`src/rtl/traffic_pkg.sv`:
```
// traffic_pkg: shared colour, mode and phase encodings for the traffic sequencer.
package traffic_pkg;
    localparam logic [2:0] GREEN  = 3'b010;
    localparam logic [2:0] YELLOW = 3'b110;
    localparam logic [2:0] RED    = 3'b100;
    localparam logic [2:0] WHITE  = 3'b111;
    localparam logic [2:0] OFF    = 3'b000;
    typedef enum logic [1:0] {NORMAL = 2'd0, ADJ_G = 2'd1, ADJ_Y = 2'd2, ADJ_R = 2'd3} mode_e;
    typedef enum logic [1:0] {G = 2'd0, Y = 2'd1, R = 2'd2} phase_e;
endpackage

```
`src/rtl/traffic_ctrl_multi_btn_lockout.sv`:
```
// btn_lockout: passes the first press as a one-cycle pulse, then ignores the
// button for DB_CYCLES clocks.
module btn_lockout #(
    parameter int DB_CYCLES = 33554431
) (
    input  logic clk,
    input  logic rst,
    input  logic btn,
    output logic press
);
    localparam int CW = $clog2(DB_CYCLES + 1);
    logic [CW-1:0] lock;
    assign press = btn && lock == '0;
    always_ff @(posedge clk or posedge rst) begin
        if (rst) lock <= '0;
        else if (press) lock <= CW'(DB_CYCLES);
        else if (lock != '0) lock <= lock - 1'b1;
    end
endmodule

```
`src/rtl/traffic_ctrl_multi.sv`:
```
// traffic_ctrl_multi: rotating G/Y/all-red sequencer for NUM_DIR approaches
// with runtime-adjustable phase lengths and a pedestrian green cut.
module traffic_ctrl_multi
    import traffic_pkg::*;
#(
    parameter int NUM_DIR   = 2,
    parameter int TIME_W    = 4,
    parameter int DEF_G     = 5,
    parameter int DEF_Y     = 2,
    parameter int DEF_R     = 1,
    parameter int MIN_LEN   = 1,
    parameter int MAX_LEN   = 15,
    parameter int PED_CUT   = 2,
    parameter int DB_CYCLES = 33554431
) (
    input  logic                       clk_i,
    input  logic                       rst_i,
    input  logic                       tick_i,
    input  logic [1:0]                 mode_i,
    input  logic [2:0]                 btn_i,
    input  logic                       ped_req_i,
    output logic [3*NUM_DIR-1:0]       light_o,
    output logic [TIME_W-1:0]          count_o,
    output logic [$clog2(NUM_DIR)-1:0] dir_o,
    output logic                       ped_pend_o
);
    localparam int DW = $clog2(NUM_DIR);
    typedef logic [TIME_W-1:0] len_t;
    localparam len_t LG   = len_t'(DEF_G);
    localparam len_t LY   = len_t'(DEF_Y);
    localparam len_t LR   = len_t'(DEF_R);
    localparam len_t LMIN = len_t'(MIN_LEN);
    localparam len_t LMAX = len_t'(MAX_LEN);
    localparam len_t LCUT = len_t'(PED_CUT);
    localparam len_t ONE  = len_t'(1);

    if (DEF_G < MIN_LEN || DEF_G > MAX_LEN || DEF_Y < MIN_LEN || DEF_Y > MAX_LEN ||
        DEF_R < MIN_LEN || DEF_R > MAX_LEN || PED_CUT < MIN_LEN || PED_CUT > MAX_LEN ||
        MAX_LEN > 2**TIME_W - 1 || NUM_DIR < 2 || NUM_DIR > 8) begin : g_bad_param
        $error("traffic_ctrl_multi: parameter out of range");
    end

    mode_e          mode;
    phase_e         phase, phase_n;
    logic [DW-1:0]  dir, dir_n;
    len_t           cnt, cnt_n, glen, ylen, rlen, sel_len, sel_def, len_n, load_len;
    logic           ped_pend, ped_n, norm, adv, cut;
    logic [2:0]     press;

    assign mode       = mode_e'(mode_i);
    assign dir_o      = dir;
    assign ped_pend_o = ped_pend;

    for (genvar i = 0; i < 3; i++) begin : g_btn
        btn_lockout #(.DB_CYCLES(DB_CYCLES)) u_lock (
            .clk(clk_i), .rst(rst_i), .btn(btn_i[i]), .press(press[i])
        );
    end

    always_ff @(posedge clk_i or posedge rst_i) begin
        if (rst_i) begin
            phase <= G;
            dir   <= '0;
        end else begin
            phase <= phase_n;
            dir   <= dir_n;
        end
    end

    always_comb begin
        norm     = mode == NORMAL;
        adv      = norm && tick_i && cnt <= ONE;
        cut      = norm && phase == G && cnt > LCUT && (ped_req_i || ped_pend);
        phase_n  = adv ? (phase == G ? Y : phase == Y ? R : G) : phase;
        dir_n    = (adv && phase == R) ? (dir == DW'(NUM_DIR - 1) ? '0 : dir + 1'b1) : dir;
        load_len = phase_n == G ? glen : phase_n == Y ? ylen : rlen;
        // a cut needs cnt > PED_CUT >= 1, so it never collides with a phase advance
        cnt_n    = !norm ? cnt : cut ? LCUT : adv ? load_len : tick_i ? cnt - ONE : cnt;
        ped_n    = (adv && phase == G) ? 1'b0 : ped_pend | ped_req_i;
        sel_len  = mode == ADJ_G ? glen : mode == ADJ_Y ? ylen : rlen;
        sel_def  = mode == ADJ_G ? LG : mode == ADJ_Y ? LY : LR;
        len_n    = press[0] ? sel_def :
                   press[1] ? (sel_len >= LMAX ? LMAX : sel_len + ONE) :
                   press[2] ? (sel_len <= LMIN ? LMIN : sel_len - ONE) : sel_len;
    end

    always_ff @(posedge clk_i or posedge rst_i) begin
        if (rst_i) begin
            cnt      <= LG;
            ped_pend <= 1'b0;
            glen     <= LG;
            ylen     <= LY;
            rlen     <= LR;
            count_o  <= LG;
        end else begin
            cnt      <= cnt_n;
            ped_pend <= ped_n;
            if (mode == ADJ_G) glen <= len_n;
            if (mode == ADJ_Y) ylen <= len_n;
            if (mode == ADJ_R) rlen <= len_n;
            count_o  <= norm ? cnt : sel_len;
        end
    end

    always_comb begin
        light_o = '0;
        for (int d = 0; d < NUM_DIR; d++)
            light_o[3*d +: 3] = mode == ADJ_R ? WHITE :
                                mode == ADJ_Y ? YELLOW :
                                mode == ADJ_G ? (d == 0 ? GREEN : RED) :
                                (DW'(d) != dir || phase == R) ? RED :
                                phase == G ? GREEN : YELLOW;
    end
endmodule
```
`config.mk`:
```
export PLATFORM = sky130hd
export DESIGN_NAME = traffic_ctrl_multi
export DESIGN_NICKNAME = d
export VERILOG_FILES = /design/src/rtl/traffic_pkg.sv /design/src/rtl/traffic_ctrl_multi_btn_lockout.sv /design/src/rtl/traffic_ctrl_multi.sv
export SDC_FILE = /design/constraint.sdc
export NUM_CORES = 1
export LEC_CHECK = 0
export ABC_AREA = 1
export CORE_ASPECT_RATIO = 1.1
export CORE_UTILIZATION = 56
export CTS_BUF_LIST = sky130_fd_sc_hd__clkbuf_16
export DETAILED_ROUTE_END_ITERATION = 8
export GPL_ROUTABILITY_DRIVEN = 1
export HOLD_SLACK_MARGIN = 0.15
export PLACE_DENSITY_LB_ADDON = 0.08
export SLEW_MARGIN = 10
export SYNTH_ARGS = -nofsm -noshare
export SYNTH_HDL_FRONTEND = slang
export SYNTH_SLANG_ARGS = --single-unit
```
`constraint.sdc`:
```
create_clock -name clk_i -period 2.8 [get_ports clk_i]
set_clock_uncertainty 0.1 [all_clocks]
set_input_delay 0.28 -clock clk_i [delete_from_list [all_inputs] [get_ports clk_i]]
set_output_delay 0.28 -clock clk_i [all_outputs]
set_load 0.01 [all_outputs]
```
Word-level counts from Yosys, hierarchy flattened
Index checks and enable logic that the tools add are counted.
Storage, ports and cells
  logic and storage cells: 92
  output and inout port bits: 12
  register bits: 99
Operators by class
  add/subtract/negate cells: 7
  magnitude comparators: 4
  bitwise operators: 2
  eq/ne operators: 6
  reductions and logical operators: 27
  multiplexer cells: 35
Operator list (number)
  25-bit two-way mux: 6
  25-bit logical NOT: 3
  25-bit nonzero test: 3
  25-bit by 1-bit subtractor with 25-bit output (second input constant): 3
  4-bit two-way mux: 13
  3-bit two-way mux: 10
  1-bit logical AND: 10
  4-bit by 1-bit less-or-equal comparator with 1-bit output (second input constant): 2
  2-bit two-way mux: 4
  4-bit by 1-bit subtractor with 4-bit output (second input constant): 2
  2-bit by 1-bit == test with 1-bit output (second input constant): 3
  2-bit == test (second input constant): 3
  2-bit logical NOT: 3
  2-bit nonzero test: 3
  4-bit by 1-bit adder with 4-bit output (second input constant): 1
  4-bit greater-or-equal comparator (second input constant): 1
  4-bit by 2-bit > comparator with 1-bit output (second input constant): 1
  1-bit logical OR: 3
  3-bit nonzero test: 1
  1-bit two-way mux: 2
  2-bit AND reduction: 1
  1-bit adder (second input constant): 1
  1-bit NOT: 1
  1-bit OR: 1

Depth between registers and ports, before layout
Gate-level depths: netlist of the first run.
  depth after elaboration: 9
  mapped depth: 15
  depth with buffers taken out: 15

Modules after synthesis
A second synthesis of the first run with hierarchy kept.
Second synthesis, totals
  cells, all modules: 1001
  area total of the unflattened synthesis: 7100.6 um^2
By module, submodules not included
  btn_lockout: area each 1804.2 um^2, cells each 253, instances 3, seq. area each 625.6 um^2
  traffic_ctrl_multi: area each 1687.9 um^2, cells each 242, instances 1, seq. area each 610.6 um^2

Least setup slack after synthesis of the first run
OpenSTA, ideal clock, no wires.
  kind: reg2reg
  start: register cnt[0]
  end: register cnt[0]
  buffers on the path: 0
  required time: 2625 ps
  cell stages (with the launch flop): 14
  path slack: 900 ps
  arrival: 1724 ps
  library setup time: 75 ps
  period minus slack after synthesis: 1900 ps
  cell sequence: dfstp_2 -> inv_1 -> ha_1 -> nor2_1 -> nor2_1 -> nand3_4 -> nand2_2 -> o21ai_4 -> nand2_4 -> or2_0 -> nand3b_1 -> nand2_1 -> nand2_1 -> nand2_1
On the way
  cells in the longest elaborated chain, start to end: 8
  elaborated cells on any way between the ends: 16
RTL lines
  start: declaration: line traffic_ctrl_multi.sv:46  | len_t cnt, cnt_n, glen, ylen, rlen, sel_len, sel_def, len_n, load_len;
  start signal: assignment: line traffic_ctrl_multi.sv:96  | cnt <= cnt_n;
  4-bit by 1-bit less-or-equal comparator with 1-bit output: line traffic_ctrl_multi.sv:72  | adv = norm && tick_i && cnt <= ONE;
  1-bit logical AND: line traffic_ctrl_multi.sv:72
  2-bit two-way mux: line traffic_ctrl_multi.sv:74  | phase_n = adv ? (phase == G ? Y : phase == Y ? R : G) : phase;
  2-bit by 1-bit == test with 1-bit output: line traffic_ctrl_multi.sv:76  | load_len = phase_n == G ? glen : phase_n == Y ? ylen : rlen;
  4-bit two-way mux (2 in series): line traffic_ctrl_multi.sv:76
  4-bit two-way mux (2 in series): line traffic_ctrl_multi.sv:78  | cnt_n = !norm ? cnt : cut ? LCUT : adv ? load_len : tick_i ? cnt - ONE : cnt;
Parallel ways exist; a longest one is shown, timed or not. The select of a mux whose other input is x is not followed.
A chain may end at the register's enable or synchronous reset.

Worst setup path in the final report of the first run
  start: input mode_i[1]
  end: output light_o[2]
On the way
  cells in the longest elaborated chain, start to end: 4
  elaborated cells on any way between the ends: 6
RTL lines
  start: declaration: line traffic_ctrl_multi.sv:19  | input logic [1:0] mode_i,
  2-bit by 1-bit == test with 1-bit output: line traffic_ctrl_multi.sv:110  | mode == ADJ_G ? (d == 0 ? GREEN : RED) :
  3-bit two-way mux: line traffic_ctrl_multi.sv:110
  3-bit two-way mux: line traffic_ctrl_multi.sv:109  | mode == ADJ_Y ? YELLOW :
  3-bit two-way mux (*): line traffic_ctrl_multi.sv:108  | light_o[3*d +: 3] = mode == ADJ_R ? WHITE :
  end: declaration: line traffic_ctrl_multi.sv:22  | output logic [3*NUM_DIR-1:0] light_o,
Every way passes the cells marked *; elsewhere a longest branch is shown, timed or not.

==> reports/qor.yml, run 1 <==
setup_path:
  cp.arrival_ps: 2020
  critPathMaxStageDelay_ps: 640
  critPathKind: "input port to primary output"
  slowest_stage: "clkdlybuf4s50_1"
  cp-start-kind: "input port"
  end_kind: "primary output"
  crit_path_frequent_cell: "clkdlybuf4s50_1"
  crit_chain: "clkdlybuf4s50_1 -> inv_4 -> nand2_4 -> inv_2 -> a31oi_1 -> clkdlybuf4s50_1"
  crit_required_ps: 2420
  path_max_fanout: 13
logic_synthesis:
  ys_seq_area_share_pct: 42.1
  synth_top_area_share_pct: 38.5
  synth_top_family_by_area: "simple AND/OR/NAND/NOR gates"
  yosysTopAreaCell: "dfrtp_1"
  synth_cell_type_count: 47
  synth_edf_count: 0
  synthTopCellsByArea: "dfrtp_1 39%, nand2_1 9.7%, nor2_1 7.7%"
  syn_inst: 781
  netlist_area_um2: 5910
  synthAdderAreaFrac_pct: 2.12
  synthMuxAreaShare_pct: 0.508
  synthArstFlopShare_pct: 100
  yosys.area_share.simple_pct: 34.0
  synth_common_cells: "152 x nand2_1, 122 x nor2_1, 93 x inv_1"
  syn_avg_cell_area_um2: 7.57
  synth_compound_area_share_pct: 12.2
  synth_nets: 800
  ys_seq_elements: 99
  ys.flop_type: "dfrtp_1"
  yosysWarnings: 0
  synth_xor_area_share_pct: 1.33
  yosysMostFrequentCell: "nand2_1"
timing:
  timing.slew.headroom_pct: 52.2
  hold_viol_final: 0
  slew_viol_final: 0
  fin_crit_ps: 2400
  setup_ws_ps: 400
  max_freq_mhz: 417
  rsz0062_at_grt: "no"
  tightest_slew_ps: 715
  setup_tns_ps: 0
  period_share_pct: 85.7
  setup_violations: 0
cells_and_area:
  utilization_pct: 65.6
  synthToLayoutAreaGrowth_pct: 11.8
  n_antenna_cell: 0
  multiInputGateArea_um2: 2960
  nFillCells: 885
  fin_area_um2: 6610
  fin_nets: 830
  seq_area_um2: 2490
  drive_gt1_share_pct: 11.3
placement:
  gp_congestion: 0.863
  io_buffers: 20
  hpwl_mm: 9.65
  dpl_worst_slack_ps: 352
  placedInstanceArea_um2: 6300
clock_network:
  cts_hold_buf: 0
  cts_resized: 0
  htreeDepth: 3
  numCtsBuffers: 9
  clock_latency_ps: 360
  cts_sinks: 99
  clk_path_buf_depth: 2
  post_cts_buffers: 0
  cts_root_buf: "clkbuf_16"
  cts_tree: "built"
  clkSlewWorstSetupHoldPaths_ps: 70
pwr:
  p_int_uw: 2590
  comb_power_share_pct: 20.6
  ir_drop_mv: 0.375
  seqPwrFrac_pct: 46.0
  power.switching_uw: 1190
  swShare_pct: 31.5
  pwr-share-clk_pct: 33.4
  p_leak_uw: 0.00294
  p_per_area_nw_per_um2: 573
routing:
  num_vias: 5153
  detail_route.drc_violations: 0
  routed_via_density: 5.39
  wirelength_mm: 12.8
  antenna_left: 0
  drtIter0Drc: 238
  first_pass_iters: 4
  wire_per_inst_um: 13.4
floorplanning:
  ios: 21
  die_h_um: 110
  die_width_um: 99.9
  coreArea_um2: 10100
  num_rows: 38
  die_area_um2: 11000
  initial_core_util_pct: 58.6
global_routing:
  grt_pass1_vias: 5069
  antenna_found_initial: 0
  grt_first_pass_wirelength_mm: 21.9
  grt_use_total_pct: 25.4
  grt.overflow.total: 0
  grt_max_degree: 39
worst_hold_path:
  hold_path.class: "input port to async pin"
status:
  outcome: "finished, final reports clean"
flow_run:
  cap_violations: 0
[layout by cell type, fill, tap and decap left out, drive strengths merged, types with 4 or more instances in the layout]
cell           instances
o211ai                11
nand2                166
dfrtp                 91
xnor2                  5
nand3                 68
ha                    10
a21oi                 26
clkdlybuf4s50         20
o31ai                  7
nand4                 14
dfstp                  8
a31oi                  9
xor2                   4
nand3b                 5
nor2                 136
o21a                   4
clkbuf                 9
o22ai                  6
buf                    5
o21ai                 56
or2                    8
clkinvlp               4
inv                  106
nor3                  23
[layer usage]
metal / routed length [µm] / global-route usage (%) / up-vias
met2: 6210 / 45.2 / 88
met3: 349 / 4.01 / 21
li1: - / - / 2630
met4: 237 / 11.7 / 0
met1: 5980 / 30.2 / 2414
met5: 0 / 0 / -
[final cells by class]
class / count / share of cell area, %
Sequential cell: 99 / 37.6
Clock inverter: 7 / 1.19
Timing Repair Buffer: 25 / 3.98
Multi-Input combinational cell: 569 / 44.8
Tap cell: 140 / 2.65
Inverter: 107 / 6.29
Clock buffer: 9 / 3.41
[through the flow]
stage	cells	total power [µW]	hold slack [ps]
after floorplan	781	2290	346
after global placement	940	2510	369
after detailed placement	940	2530	373
after CTS	956	3820	336
after global routing	956	3990	357
final	956	3790	311
[worst paths after layout]
path                                                from                       end  slack (ps)  cells past startpoint
worst min register to register  g_btn[1].u_lock.lock[23]  g_btn[1].u_lock.lock[23]         390                      1
worst max register to register   g_btn[2].u_lock.lock[0]  g_btn[2].u_lock.lock[16]         500                     13
max in group asynchronous                          rst_i                count_o[2]        1620                      3
worst max-delay path                           mode_i[1]                light_o[2]         400                      6
min in group clk_i              g_btn[1].u_lock.lock[23]  g_btn[1].u_lock.lock[23]         390                      1
worst min-delay path                               rst_i   g_btn[0].u_lock.lock[2]         310                      2
[flip-flops by register name, indices dropped and copies added, names as in the netlist]
signal and count:
ped_pend_o 1, g_btn.u_lock.lock 75, dir_o 1, count_o 4, phase 2, glen 4, rlen 4, cnt 4
ylen 4
[power by group through the flow]
stage | clock network (µW) | logic (µW) | registers (µW)
finish | 1270 | 780 | 1740
CTS | 1300 | 780 | 1740
global placement | 0 | 750 | 1760
detailed placement | 0 | 774 | 1760
floorplan | 0 | 557 | 1730
global route | 1350 | 874 | 1760
[critical path: cells and delay by family]
family / cells / cell delay, ps
buf+inv: 4 / 1420
compound gates: 1 / 160
simple gates: 1 / 150
[logic make-up (layout without fill, tap and decap cells)]
group	after synthesis	in the layout
simple gates	424	424
compound gates	123	123
buf+inv	113	148
flops	99	99
fa+ha+maj	10	10
xor+xnor	9	9
mux	3	3
Note: power is estimated with default switching activity, not from simulation.
==> run 2, diff against run 1 <==
--- a/config.mk
+++ b/config.mk
@@ -5,9 +5,8 @@
 export SDC_FILE = /design/constraint.sdc
 export NUM_CORES = 1
 export LEC_CHECK = 0
-export ABC_AREA = 1
 export CORE_ASPECT_RATIO = 1.1
-export CORE_UTILIZATION = 56
+export CORE_UTILIZATION = 55
 export CTS_BUF_LIST = sky130_fd_sc_hd__clkbuf_16
 export DETAILED_ROUTE_END_ITERATION = 8
 export GPL_ROUTABILITY_DRIVEN = 1
==> reports/qor.yml, run 2 <==
status:
  outcome: "finished, final reports clean"
global_routing:
  grt.overflow.total: 0
  met2_usage_pct: 40.3
  grt_use_total_pct: 24.2
  grt_busiest_layer: "met2"
  grtUsageMet3_pct: 2.67
  grt_first_pass_wirelength_mm: 19.2
  use_met1_pct: 32.0
  grt_pass1_vias: 4185
  grt_max_degree: 51
  antenna_found_initial: 0
routing:
  routed_via_density: 5.85
  detail_route.drc_violations: 0
  first_pass_iters: 4
  wirelength_mm: 11.2
  num_vias: 4348
  drtIter0Drc: 221
  antenna_left: 0
  wire_per_inst_um: 15.0
cells_and_area:
  final_cell_mix: "91 x dfrtp_1, 81 x nor2_1, 46 x nand2_1, 45 x mux2i_1, 36 x buf_4"
  nFillCells: 778
  seq_area_um2: 2490
  largest_reg_flops: 75
  drive_gt1_share_pct: 14.9
  largest-register: "g_btn.u_lock.lock"
  fin_nets: 640
  n_antenna_cell: 0
  multiInputGateArea_um2: 2830
  synthToLayoutAreaGrowth_pct: 17.7
  final_common_cell: "dfrtp_1"
  utilization_pct: 67.1
logic_synthesis:
  synth_common_cells: "91 x dfrtp_1, 81 x nor2_1, 46 x nand2_1"
  netlist_area_um2: 5380
  syn_inst: 572
  yosysMostFrequentCell: "dfrtp_1"
  ys.flop_type: "dfrtp_1"
  synthTopCellsByArea: "dfrtp_1 42%, mux2i_1 8.4%, nor2_1 5.6%"
  ys_seq_elements: 99
  synth_cell_type_count: 55
  yosysTopAreaCell: "dfrtp_1"
  syn_avg_cell_area_um2: 9.41
  synth_nets: 591
  synth_top_area_share_pct: 42.3
  synthArstFlopShare_pct: 100
  yosysWarnings: 0
  synth_edf_count: 0
  ys_seq_area_share_pct: 46.2
setup_path:
  r2r_slack_ps: 70
  end_kind: "flop"
  r2r_start: "g_btn[2].u_lock.lock[10]"
  cp.arrival_ps: 2850
  path_delay_family: "simple AND/OR/NAND/NOR gates"
  slowest_stage: "or4_4"
  critPathMaxStageDelay_ps: 560
  reg2reg_to: "g_btn[2].u_lock.lock[17]"
  crit_required_ps: 2920
  cp-start-kind: "flop"
  crit_chain: "or4_4 -> or3_4 -> or4_4 -> buf_6 -> and3_4 -> a211oi_2 -> a31oi_1"
  crit_path_frequent_cell: "or4_4"
  critPathKind: "flop to flop"
  worstPathBufferInverterCount: 1
  path_max_fanout: 11
  reg2reg_depth: 7
clock_network:
  clock_latency_ps: 350
  cts_root_buf: "clkbuf_16"
  cts_sinks: 99
  clkSlewWorstSetupHoldPaths_ps: 70
  htreeDepth: 3
  clk_path_buf_depth: 2
  cts_tree: "built"
  numCtsBuffers: 9
placement:
  io_buffers: 20
  hpwl_mm: 8.03
  gp_congestion: 0.811
timing:
  period_share_pct: 97.6
  tightest_slew_ps: 776
  timing.slew.headroom_pct: 48.0
  hold_viol_final: 0
  setup_tns_ps: 0
  max_freq_mhz: 366
  rsz0062_at_grt: "yes"
  fin_crit_ps: 2730
  setup_violations: 0
  slew_viol_final: 0
pwr:
  p_per_area_nw_per_um2: 661
  p_leak_uw: 0.00269
  ir_drop_mv: 0.362
floorplanning:
  coreArea_um2: 9440
  die_h_um: 106
  die_area_um2: 10200
  ios: 21
  num_rows: 37
  initial_core_util_pct: 57.0
  die_width_um: 96.3
worst_hold_path:
  hold_path.class: "input port to async pin"
flow_run:
  cap_violations: 0
[run 2: cell types whose count changed after synthesis, moves of 9 or more]
cell and delta:
nor2_1 -41, nand2_1 -106, inv_2 -11, o21ai_0 -25
xnor2_1 +10, clkbuf_1 +16, nand3_1 -39, a211oi_1 +12
inv_1 -81, mux2i_1 +42, nor4_1 +13, nor3_1 +9
o211ai_1 -10
[run 2: where the power goes]
part	internal, µW	leakage, µW	switching, µW
Clock	707	0.000151	574
Combinational	500	0.00133	523
Sequential	1660	0.00122	222
Total	2870	0.00269	1320
[run 2: repair_timing]
action / 4_1_cts / 5_1_grt
endpoints found under the hold margin: 0 / 0
hold buffers: 0 / 0
resized for setup: 6 / 10
setup buffers: 0 / 2
pin swaps: 5 / 9
setup endpoints to repair: 10 / 17
[run 2: worst max path at each step]
stage / startpoint / end / cells after the start
finish: g_btn[2].u_lock.lock[10] / g_btn[2].u_lock.lock[17] / 7
global route: g_btn[2].u_lock.lock[5] / ylen[0] / 8
CTS: g_btn[2].u_lock.lock[10] / ylen[3] / 6
detailed placement: g_btn[2].u_lock.lock[5] / ylen[2] / 6
global placement: g_btn[2].u_lock.lock[5] / ylen[2] / 6
floorplan: g_btn[2].u_lock.lock[5] / g_btn[2].u_lock.lock[19] / 8
[run 2: kinds of logic (layout without fill, tap and decap cells)]
| kind of cell | Yosys count | after routing | share of synthesized area, % |
|---|---|---|---|
| buf+inv | 34 | 88 | 2.72 |
| fa+ha+maj | 10 | 10 | 2.32 |
| simple gates | 253 | 253 | 23.8 |
| flops | 99 | 99 | 46.2 |
| xor+xnor | 20 | 20 | 3.25 |
| mux | 52 | 52 | 9.83 |
| compound gates | 104 | 104 | 11.9 |
[run 2: worst reg2reg max path, cell delays in order (launching register included)]
cell and delay, ps:
dfrtp_1 380, or4_4 540, or3_4 400, or4_4 560
buf_6 160, and3_4 190, a211oi_2 210, a31oi_1 60
[run 2: metrics by stage]
| stage | instances | hold WS [ps] | total power, µW | area, µm² | worst slack (ps) |
|---|---|---|---|---|---|
| 2_1_floorplan | 572 | 320 | 2500 | 5390 | -22.2 |
| 6_report | 743 | 252 | 4190 | 6340 | 68.5 |
| 4_1_cts | 741 | 272 | 4200 | 6270 | 21.9 |
| 3_3_place_gp | 725 | 356 | 2850 | 5940 | -14.6 |
| 3_5_place_dp | 725 | 371 | 2900 | 5940 | -59.2 |
| 5_1_grt | 743 | 319 | 4440 | 6340 | -14.6 |
[run 2: cell type report]
| class | instances | area share, % |
|---|---|---|
| multi-input combinational | 439 | 44.7 |
| timing repair buffer | 59 | 8.09 |
| inverter | 13 | 0.829 |
| sequential | 99 | 39.2 |
| clock buffer | 9 | 3.55 |
| tap | 117 | 2.31 |
| clock inverter | 7 | 1.30 |
[run 2: per-layer routing]
metal / wire length [µm] / share of wire, %
met5: 0 / 0
met2: 5420 / 49
met1: 5280 / 47
met4: 206 / 1.8
met3: 255 / 2.3
==> run 3, diff against run 2 <==
--- a/config.mk
+++ b/config.mk
@@ -6,7 +6,7 @@
 export NUM_CORES = 1
 export LEC_CHECK = 0
 export CORE_ASPECT_RATIO = 1.1
-export CORE_UTILIZATION = 55
+export CORE_UTILIZATION = 40
 export CTS_BUF_LIST = sky130_fd_sc_hd__clkbuf_16
 export DETAILED_ROUTE_END_ITERATION = 8
 export GPL_ROUTABILITY_DRIVEN = 1
==> reports/qor.yml, run 3 (same netlist as run 2, synthesis figures left out) <==
timing:
  slew_viol_final: 0
  rsz0062_at_grt: "no"
  setup_violations: 0
  fin_crit_ps: 2700
  hold_viol_final: 0
  tightest_slew_ps: 726
  period_share_pct: 96.6
  timing.slew.headroom_pct: 51.4
  max_freq_mhz: 370
clock_network:
  htreeDepth: 3
  clock_latency_ps: 350
  post_cts_buffers: 0
  clk_path_buf_depth: 2
  cts_root_buf: "clkbuf_16"
  numCtsBuffers: 9
  clkSlewWorstSetupHoldPaths_ps: 70
  cts_sinks: 99
  cts_tree: "built"
cells_and_area:
  final_cells: 786
  drive_gt1_share_pct: 13.8
  fin_nets: 639
  final_cell_mix: "91 x dfrtp_1, 81 x nor2_1, 46 x nand2_1, 45 x mux2i_1, 33 x buf_4"
  synthToLayoutAreaGrowth_pct: 19.3
  utilization_pct: 48.8
  n_antenna_cell: 0
  largest_reg_flops: 75
  largest-register: "g_btn.u_lock.lock"
  final_common_cell: "dfrtp_1"
pwr:
  ir_drop_mv: 0.291
  p_leak_uw: 0.00271
  p_per_area_nw_per_um2: 674
routing:
  routed_via_density: 5.45
  drtIter0Drc: 230
  detail_route.drc_violations: 0
  num_vias: 4285
  antenna_left: 0
  wirelength_mm: 11.6
  first_pass_iters: 4
  wire_per_inst_um: 14.7
worst_hold_path:
  hold_path.class: "flop to flop"
  min_from: "g_btn[1].u_lock.lock[22]"
floorplanning:
  die_area_um2: 13900
  coreArea_um2: 13200
  ios: 21
  die_h_um: 124
  num_rows: 44
  die_width_um: 113
  initial_core_util_pct: 40.9
setup_path:
  crit_required_ps: 2930
  path_delay_family: "simple AND/OR/NAND/NOR gates"
  critPathKind: "flop to flop"
  cp-start-kind: "flop"
  crit_chain: "or4_4 -> or3_4 -> or4_4 -> or4_1 -> nand3_2 -> o21ai_1"
  r2r_start: "g_btn[2].u_lock.lock[11]"
  worstPathBufferInverterCount: 0
  crit_start: "g_btn[2].u_lock.lock[11]"
  slowest_stage: "or4_4"
  end_kind: "flop"
  critPathMaxStageDelay_ps: 550
  path_max_fanout: 3
  cp.arrival_ps: 2830
  crit_path_frequent_cell: "or4_4"
flow_run:
  cap_violations: 0
global_routing:
  grt_pass1_vias: 4111
  grt_first_pass_wirelength_mm: 20.0
  grt_use_total_pct: 18.2
  grt_max_degree: 46
  antenna_found_initial: 0
  grt.overflow.total: 0
placement:
  io_buffers: 20
  hpwl_mm: 8.32
  dp_cells: 769
  gp_congestion: 0.791
status:
  outcome: "finished, final reports clean"
-- run 3: final timing paths --
check	slack (ps)	end	depth (start not counted)
min in group asynchronous	700	g_btn[0].u_lock.lock[0]	3
max reg2reg	100	rlen[3]	6
min reg2reg	370	g_btn[1].u_lock.lock[22]	1
min	370	g_btn[1].u_lock.lock[22]	1
max	100	rlen[3]	6
max in group asynchronous	1300	count_o[0]	4
-- run 3: metrics by stage --
stage	setup slack, ps	power [µW]	setup TNS, ps	hold slack, ps	instance area, µm²
6_report	96.4	4330	0	368	6420
5_1_grt	0.377	4590	0	386	6420
2_1_floorplan	-22.2	2500	-48.8	320	5390
4_1_cts	1.76	4370	0	373	6380
3_5_place_dp	-65.0	2920	-169	363	6020
3_3_place_gp	-27.3	2880	-57.6	353	6020
-- run 3: power by group --
group / total, µW / switching [µW] / internal, µW
clock network: 1440 / 564 / 872
registers: 1890 / 225 / 1660
logic: 1010 / 504 / 504
-- run 3: layer usage --
layer  vias to the layer above  GRT usage [%]  wire length, µm
li1                       2177              -                -
met1                      2056           23.2             5650
met2                        38           30.7             5460
met3                        14           2.92              235
met4                         0           8.00              212
met5                         -              0                0
-- run 3: repair_timing --
| item | 4_1_cts | 5_1_grt |
|---|---|---|
| hold buffers | 1 | 0 |
| pin swaps | 0 | 6 |
| resized for setup | 2 | 9 |
| endpoints found under the hold margin | 3 | 0 |
| setup endpoints to repair | 3 | 26 |
| gates cloned | 0 | 0 |
-- run 3: final cells by class --
cell class              instances  area (µm²)
clock buffers                   9         225
multi-input cells             439        2810
clock inverters                 7         115
repair buffers                 58         529
fillers                      1261        6730
flip-flops and latches         99        2490
well taps                     161         201
inverters                      13        52.6
